[config.mk]
export PLATFORM = sky130hd
export DESIGN_NAME = stage_mem
export DESIGN_NICKNAME = d
export VERILOG_FILES = /design/src/rtl/cpu_defs_pkg.sv /design/src/rtl/stage_mem_align.sv /design/src/rtl/stage_mem.sv
export SDC_FILE = /design/constraint.sdc
export NUM_CORES = 1
export LEC_CHECK = 0
export ABC_CLOCK_PERIOD_IN_PS = 5100
export CORE_MARGIN = 10
export CORE_UTILIZATION = 35
export CTS_BUF_LIST = sky130_fd_sc_hd__clkbuf_2
export DETAILED_ROUTE_END_ITERATION = 12
export GPL_TIMING_DRIVEN = 0
export PLACE_DENSITY_LB_ADDON = 0.2
export SLEW_MARGIN = 20
export SYNTH_ARGS = -nofsm -noshare
export SYNTH_HDL_FRONTEND = slang
export SYNTH_HIERARCHICAL = 1
export SYNTH_SLANG_ARGS = --single-unit
[constraint.sdc]
create_clock -name clk -period 5.1 [get_ports clk]
set_clock_uncertainty 0.1 [all_clocks]
set_input_delay 0.51 -clock clk [delete_from_list [all_inputs] [get_ports clk]]
set_output_delay 0.51 -clock clk [all_outputs]
set_load 0.02 [all_outputs]
[src/rtl/cpu_defs_pkg.sv]
// cpu_defs_pkg: memory-op encodings, exception codes, FSM states and the EX/MEM register layout
package cpu_defs_pkg;
  localparam logic [2:0] MEMOP_NONE = 3'b000;
  localparam logic [2:0] MEMOP_LW   = 3'b001;
  localparam logic [2:0] MEMOP_LB   = 3'b010;
  localparam logic [2:0] MEMOP_LBU  = 3'b011;
  localparam logic [2:0] MEMOP_SW   = 3'b101;
  localparam logic [2:0] MEMOP_SB   = 3'b110;
  typedef enum logic [1:0] {EXC_OK = 2'b00, EXC_MISALIGN = 2'b01, EXC_TIMEOUT = 2'b10} exc_e;
  typedef enum logic {IDLE = 1'b0, WAIT = 1'b1} state_e;
  typedef struct packed {
    logic        valid;
    logic [31:0] ans;
    logic [4:0]  rw;
    logic        wreg;
    logic [31:0] sdata;
    logic [2:0]  memop;
  } exmem_t;
  function automatic logic is_mem(input logic [2:0] op);
    return op inside {MEMOP_LW, MEMOP_LB, MEMOP_LBU, MEMOP_SW, MEMOP_SB};
  endfunction
  function automatic logic is_store(input logic [2:0] op);
    return op == MEMOP_SW || op == MEMOP_SB;
  endfunction
  function automatic logic is_word(input logic [2:0] op);
    return op == MEMOP_LW || op == MEMOP_SW;
  endfunction
endpackage

[src/rtl/stage_mem_align.sv]
// stage_mem_align: load byte extract/extend, store byte replication and byte-enable generation
module stage_mem_align
  import cpu_defs_pkg::*;
(
  input  logic [2:0]  i_memop,
  input  logic [1:0]  i_k,
  input  logic [31:0] i_rdata,
  input  logic [31:0] i_sdata,
  output logic [31:0] o_ldata,
  output logic [31:0] o_wdata,
  output logic [3:0]  o_be
);
  logic [7:0] w_byte;
  always_comb begin
    w_byte  = i_rdata[{i_k, 3'b000} +: 8];
    o_ldata = i_memop == MEMOP_LB ? {{24{w_byte[7]}}, w_byte} : i_memop == MEMOP_LBU ? {24'h0, w_byte} : i_rdata;
    o_wdata = i_memop == MEMOP_SB ? {4{i_sdata[7:0]}} : i_sdata;
    o_be    = i_memop inside {MEMOP_LB, MEMOP_LBU, MEMOP_SB} ? 4'b0001 << i_k : 4'hF;
  end
endmodule

[src/rtl/stage_mem.sv]
// stage_mem: MIPS MEM stage with EX/MEM register, req/ack data-memory FSM and registered MEM/WB outputs
module stage_mem
  import cpu_defs_pkg::*;
#(
  parameter int unsigned ACK_TIMEOUT = 255
)(
  input  logic        clk,
  input  logic        rst_n,
  input  logic        ex_valid,
  input  logic [31:0] ex_ans,
  input  logic [4:0]  ex_rw,
  input  logic        ex_wreg,
  input  logic [31:0] ex_sdata,
  input  logic [2:0]  ex_memop,
  output logic        mem_stall,
  output logic        dm_req,
  output logic        dm_we,
  output logic [31:0] dm_addr,
  output logic [31:0] dm_wdata,
  output logic [3:0]  dm_be,
  input  logic [31:0] dm_rdata,
  input  logic        dm_ack,
  output logic        wb_valid,
  output logic [4:0]  wb_rw,
  output logic        wb_wreg,
  output logic [31:0] wb_data,
  output logic [1:0]  wb_exc
);
  exmem_t      r_m;
  state_e      r_state;
  logic [7:0]  r_cnt;
  logic        w_mis, w_acc, w_timeout, w_ack, w_retire, w_load_ok;
  logic [1:0]  w_exc;
  logic [31:0] w_ldata;
  stage_mem_align u_align (
    .i_memop (r_m.memop),
    .i_k     (r_m.ans[1:0]),
    .i_rdata (dm_rdata),
    .i_sdata (r_m.sdata),
    .o_ldata (w_ldata),
    .o_wdata (dm_wdata),
    .o_be    (dm_be)
  );
  always_comb begin
    w_mis     = r_m.valid & is_word(r_m.memop) & (r_m.ans[1:0] != 2'b00);
    w_acc     = r_m.valid & is_mem(r_m.memop) & ~w_mis;
    w_timeout = r_state == WAIT && r_cnt == 8'(ACK_TIMEOUT);
    dm_req    = w_acc & ~w_timeout;
    dm_we     = is_store(r_m.memop);
    dm_addr   = {r_m.ans[31:2], 2'b00};
    w_ack     = dm_req & dm_ack;
    mem_stall = dm_req & ~dm_ack;
    w_retire  = r_m.valid & ~mem_stall;
    w_exc     = w_mis ? EXC_MISALIGN : (w_acc & ~w_ack) ? EXC_TIMEOUT : EXC_OK;
    w_load_ok = is_mem(r_m.memop) & ~dm_we & (w_exc == EXC_OK);
  end
  always_ff @(posedge clk or negedge rst_n)
    if (!rst_n) begin
      r_m      <= '0;
      r_state  <= IDLE;
      r_cnt    <= '0;
      wb_valid <= 1'b0;
      wb_rw    <= '0;
      wb_wreg  <= 1'b0;
      wb_data  <= '0;
      wb_exc   <= EXC_OK;
    end else begin
      if (!mem_stall) r_m <= '{ex_valid, ex_ans, ex_rw, ex_wreg, ex_sdata, ex_memop};
      r_state  <= mem_stall ? WAIT : IDLE;
      r_cnt    <= mem_stall ? r_cnt + 8'd1 : 8'd0;
      wb_valid <= w_retire;
      if (w_retire) begin
        wb_rw   <= r_m.rw;
        wb_wreg <= r_m.wreg & ~dm_we & (w_exc == EXC_OK);
        wb_data <= w_load_ok ? w_ldata : r_m.ans;
        wb_exc  <= w_exc;
      end
    end
endmodule

* Word-level counts from Yosys, hierarchy flattened
Cells that the tools add are included.
** Operators by class
- Add/sub/neg operators :: 1
- Shift-type cells :: 2
- Reduce and logical (&&, ||, !) cells :: 7
- Mux-type cells :: 9
- Equality and inequality tests :: 6
- Bitwise gates (word level) :: 19
** Operators with widths (count)
- $mux W32 :: 4
- $shiftx A32 B6 Y8 :: 1
- $and A1 B1 Y1 :: 13
- $add A8 B1 Y8 const B :: 1
- $eq A8 B8 Y1 const B :: 1
- $mux W8 :: 1
- $eq A3 B2 Y1 const B :: 2
- $eq A3 B3 Y1 const B :: 2
- $not A1 Y1 :: 6
- $reduce_bool A5 Y1 :: 1
- $mux W2 :: 2
- $mux W4 :: 1
- $shl A1 B2 Y4 const A :: 1
- $eq A3 B1 Y1 const B :: 1
- $reduce_bool A3 Y1 :: 1
- $logic_not A2 Y1 :: 1
- $logic_or A1 B1 Y1 :: 2
- $reduce_bool A2 Y1 :: 1
- $logic_and A1 B1 Y1 :: 1
- $mux W1 :: 1
** Word-level totals
- Logic and storage cells :: 57
- Input port bits :: 109
- Flip-flop bits (word level) :: 124

* Longest topological paths before layout
- Word-level depth :: 15
- Gate-level depth with buffers :: 10
- Gate-level depth less buffers :: 7

* Modules after synthesis
Netlist, hierarchy kept.
** Modules (own cells, without submodules)
- stage_mem :: times used 1, cells an instance 557, area each 5326.4 µm², seq. area each 3103.0 µm²
- stage_mem_align :: times used 1, cells an instance 177, area each 898.4 µm², seq. area each 0.0 µm²

* Worst setup path before layout
OpenSTA, ideal clock, no wires.
- Path kind :: register -> output
- Start point :: reg r_m[1] (netlist name)
- End point :: out mem_stall
- Arrival time :: 1.595 ns
- Cell stages (with the launch flop) :: 8
- Setup slack :: 2.895 ns
- Path through :: dfrtp_1 -> buf_2 -> nand3_1 -> o211ai_1 -> or3_1 -> buf_2 -> clkinv_2 -> buf_2
** Between the ends
- Word-level cells in the longest chain between the ends :: 8
- Elaborated cells between the ends (all ways) :: 14
- Those cells by class :: eq/ne: 5; bitwise: 7; reduce/logical: 2
** Ends and longest elaborated chain
- from (decl) :: RTL line stage_mem.sv:29 : exmem_t r_m;
- from (signal assigned) :: RTL line stage_mem.sv:68 : if (!mem_stall) r_m <= '{ex_valid, ex_ans, ex_rw, ex_wreg, ex_sdata, ex_memop};
- $eq A3 B1 Y1 / $eq A3 B3 Y1 (equally long branches) :: RTL line cpu_defs_pkg.sv:20, cpu_defs_pkg.sv:26
- $logic_or A1 B1 Y1 :: RTL line cpu_defs_pkg.sv:26 : return op == MEMOP_LW || op == MEMOP_SW;
- $and A1 B1 Y1 (2 in series) :: RTL line stage_mem.sv:45 : w_mis = r_m.valid & is_word(r_m.memop) & (r_m.ans[1:0] != 2'b00);
- $not A1 Y1 :: RTL line stage_mem.sv:46 : w_acc = r_m.valid & is_mem(r_m.memop) & ~w_mis;
- $and A1 B1 Y1 * :: RTL line stage_mem.sv:46
- $and A1 B1 Y1 * :: RTL line stage_mem.sv:48 : dm_req = w_acc & ~w_timeout;
- $and A1 B1 Y1 * :: RTL line stage_mem.sv:52 : mem_stall = dm_req & ~dm_ack;
- to (decl) :: RTL line stage_mem.sv:15 : output logic mem_stall,
Mark *: on every way between the ends. The rest lies on a longest branch, timed or not.

* Worst setup path in the final report
- Start point :: reg r_m[0] (netlist name)
- End point :: out mem_stall
Same word-level chain as after synthesis.

==> reports/results.tsv <==
metric	value	unit
status	complete, no violations	
cpLargestDelayFamily	buffers and inverters	
synthDistinctLibCells	41	
peakVddDrop	0.136	mV
p_per_area	326	nW/um^2
fin_area	8940	um^2
synth_warnings	6	
synthTopCellsByArea	dfrtp_1, nand2_1, mux2i_1	
synth_edf_count	0	
clk_pin_slew_worst_paths	180	ps
clock_sinks	124	
use_met3	7.21	%
slew-limit-headroom	63.9	%
numCtsBuffers	17	
placed_area	8720	um^2
cts_buffer_depth	2	
path_class	register to output pin	
avgSynthCellArea	8.48	um^2
seq_area_frac_synth	49.8	%
die_h	153	um
p_leak	4.41	nW
grtUsageTotal	17.4	%
grt_overflow	0	
nFillCells	1748	
synth_area	6220	um^2
start_kind	register	
crit_arrival	3330	ps
min_period_over_period	77.3	%
end_kind	output pin	
layout_common_cells	nand2_1, clkdlybuf4s50_1, dfrtp_1, nor2_1, a21oi_1	
grt_pass1_vias	5671	
slowest_stage	clkdlybuf4s50_1	
worst_skew_pair.late_latency	690	ps
cp_cell_sequence	nor3b_2 > o211ai_1 > or3_1 > buf_2 > clkinv_2 > buf_2 > clkdlybuf4s50_1	
htreeDepth	4	
final_common_cell	nand2_1	
finish.utilization	51.5	%
first_pass_iters	5	
syn_inst	734	
grt_pass1_wl	32300	um
dp_hpwl	16200	um
async_flop_share	100	%
grt_antenna_before_repair	1	
setup_viol	0	
hold_violations	0	
place_congestion	0.830	
drv_cap	0	
setup_tns	0	ps
worst-path-max-fanout	11	
r2r-start	r_m[0]	
nets	1084	
top_usage_layer	met2	
reg2reg_depth	7	
min_period	3940	ps
std_cell_rows	48	
ios	221	
rrSetupSlack	2660	ps
tightest_slew	542	ps
r2r-end	wb_data[4]	
critPathRequiredTime	4490	ps
drt_iter0_drc	322	
die-width	153	um
post_drt_wl_per_cell	17.2	um
die_area	23500	um^2
synth_top_area_share	49.8	%
use_met2	27.2	%
grt_max_degree	65	
drc	0	
ys_seq_elements	124	
vias	5581	
min_path_type	input pin to async pin	
initial_utilization	35.9	%
drv_slew	0	
synth-main-ff-cell	dfrtp_1	
path_buf_inv	4	
wl	20900	um
synth_largest_area_cell	dfrtp_1	
port_buffers	218	
ctsRootBufferMaster	clkbuf_2	
path_common_cell	buf_2	
fmax	254	MHz
rsz0062_at_grt	no	
vias_per_cell	4.60	
area_growth	43.7	%
core	17400	um^2
use_met1	21.5	%
tritoncts	built	
drive_gt1_share	11.2	%
ant_nets	0	
slowest_delay	660	ps
==> cells by family (layout without fill, tap and decap cells) <==
group                      count (synthesis)  count (layout)  synth area share (%)
AOI/OAI and AO/OA                         71              71                  6.45
xor gates and xnor gates                   6               6                 0.844
adders and majority gates                  1               1                 0.201
buffers and inverters                     88             339                  9.43
DFF                                      124             124                  49.8
muxes                                     45              45                  7.68
other                                      1               5                0.0602
and+or+nand+nor                          398             398                  25.5
==> cell type report <==
type,count,area [um^2],area share (%)
sequential,124,3100,34.7
buffer,82,563,6.30
clock buffer,19,95.1,1.06
antenna,3,7.51,0.0840
inverter,6,23.8,0.266
tap,225,282,3.15
clock inverter,12,105,1.18
multi-input combinational,523,2540,28.4
timing repair buffer,220,2220,24.9
==> power breakdown <==
part / internal (mW) / switching, mW
registers: 1.12 / 0.0973
logic: 0.536 / 0.573
clock network: 0.213 / 0.370
==> stage by stage <==
stage / cells / setup WS [ps] / power (mW) / hold slack, ps
floorplan: 735 / 2890 / 1.81 / 114
global placement: 1178 / -1830 / 2.35 / 348
detailed placement: 1179 / 1860 / 2.37 / 355
CTS: 1211 / 1020 / 2.96 / 122
global route: 1213 / 912 / 3.09 / 123
finish: 1214 / 1160 / 2.91 / 195
==> metal layers <==
metal  vias up  wire length (um)
li1       2791                 -
met3        16              1970
met1      2578              9270
met2       196              9450
met4         0               251
met5         -                 0
==> state kept, by name, summed over array words and instances, names as in the netlist <==
register,cells
wb_data,32
r_m,44
wb_rw,5
r_state,1
wb_wreg,1
dm_addr,30
wb_exc,2
r_cnt,8
wb_valid,1
==> worst reg2reg max path, stage by stage, from the launching register on <==
cell	delay (ps)
dfrtp_1	550
nor3b_2	230
o211ai_1	290
o31a_1	170
buf_2	280
buf_2	310
buf_2	300
a21oi_1	100
==> synth_stat cells, types with 2 or more instances <==
library cell and number:
a21oi_1 41, and2_1 2, buf_1 3, buf_2 12
buf_4 40, buf_6 12, clkbuf_1 15, dfrtp_1 124
inv_1 4, mux2_2 12, mux2i_1 32, nand2_1 324
nand2_2 3, nand2b_1 9, nand3_1 4, nand3b_1 2
nand4_1 2, nor2_1 43, o211ai_1 2, o21ai_0 8
o22ai_1 15, or3_1 2, xnor2_1 3, xor2_1 3
==> how the worst max path moves through the flow <==
stage                     startpoint        end  cells past startpoint  slack (ps)
after floorplan               r_m[1]  mem_stall                      7        2890
after global placement         rst_n    r_m[38]                      1       -1830
after detailed placement      dm_ack  mem_stall                      6        1860
after CTS                     r_m[0]  mem_stall                      7        1020
after global routing          r_m[0]  mem_stall                      7         910
final                         r_m[0]  mem_stall                      7        1160
==> timing repair <==
item                      CTS  global route
resized for setup           0             0
hold endpoints to repair   67             0
buffers inserted            0             0
hold buffers                1             0
No activity file was read; power rests on OpenSTA's default activity.
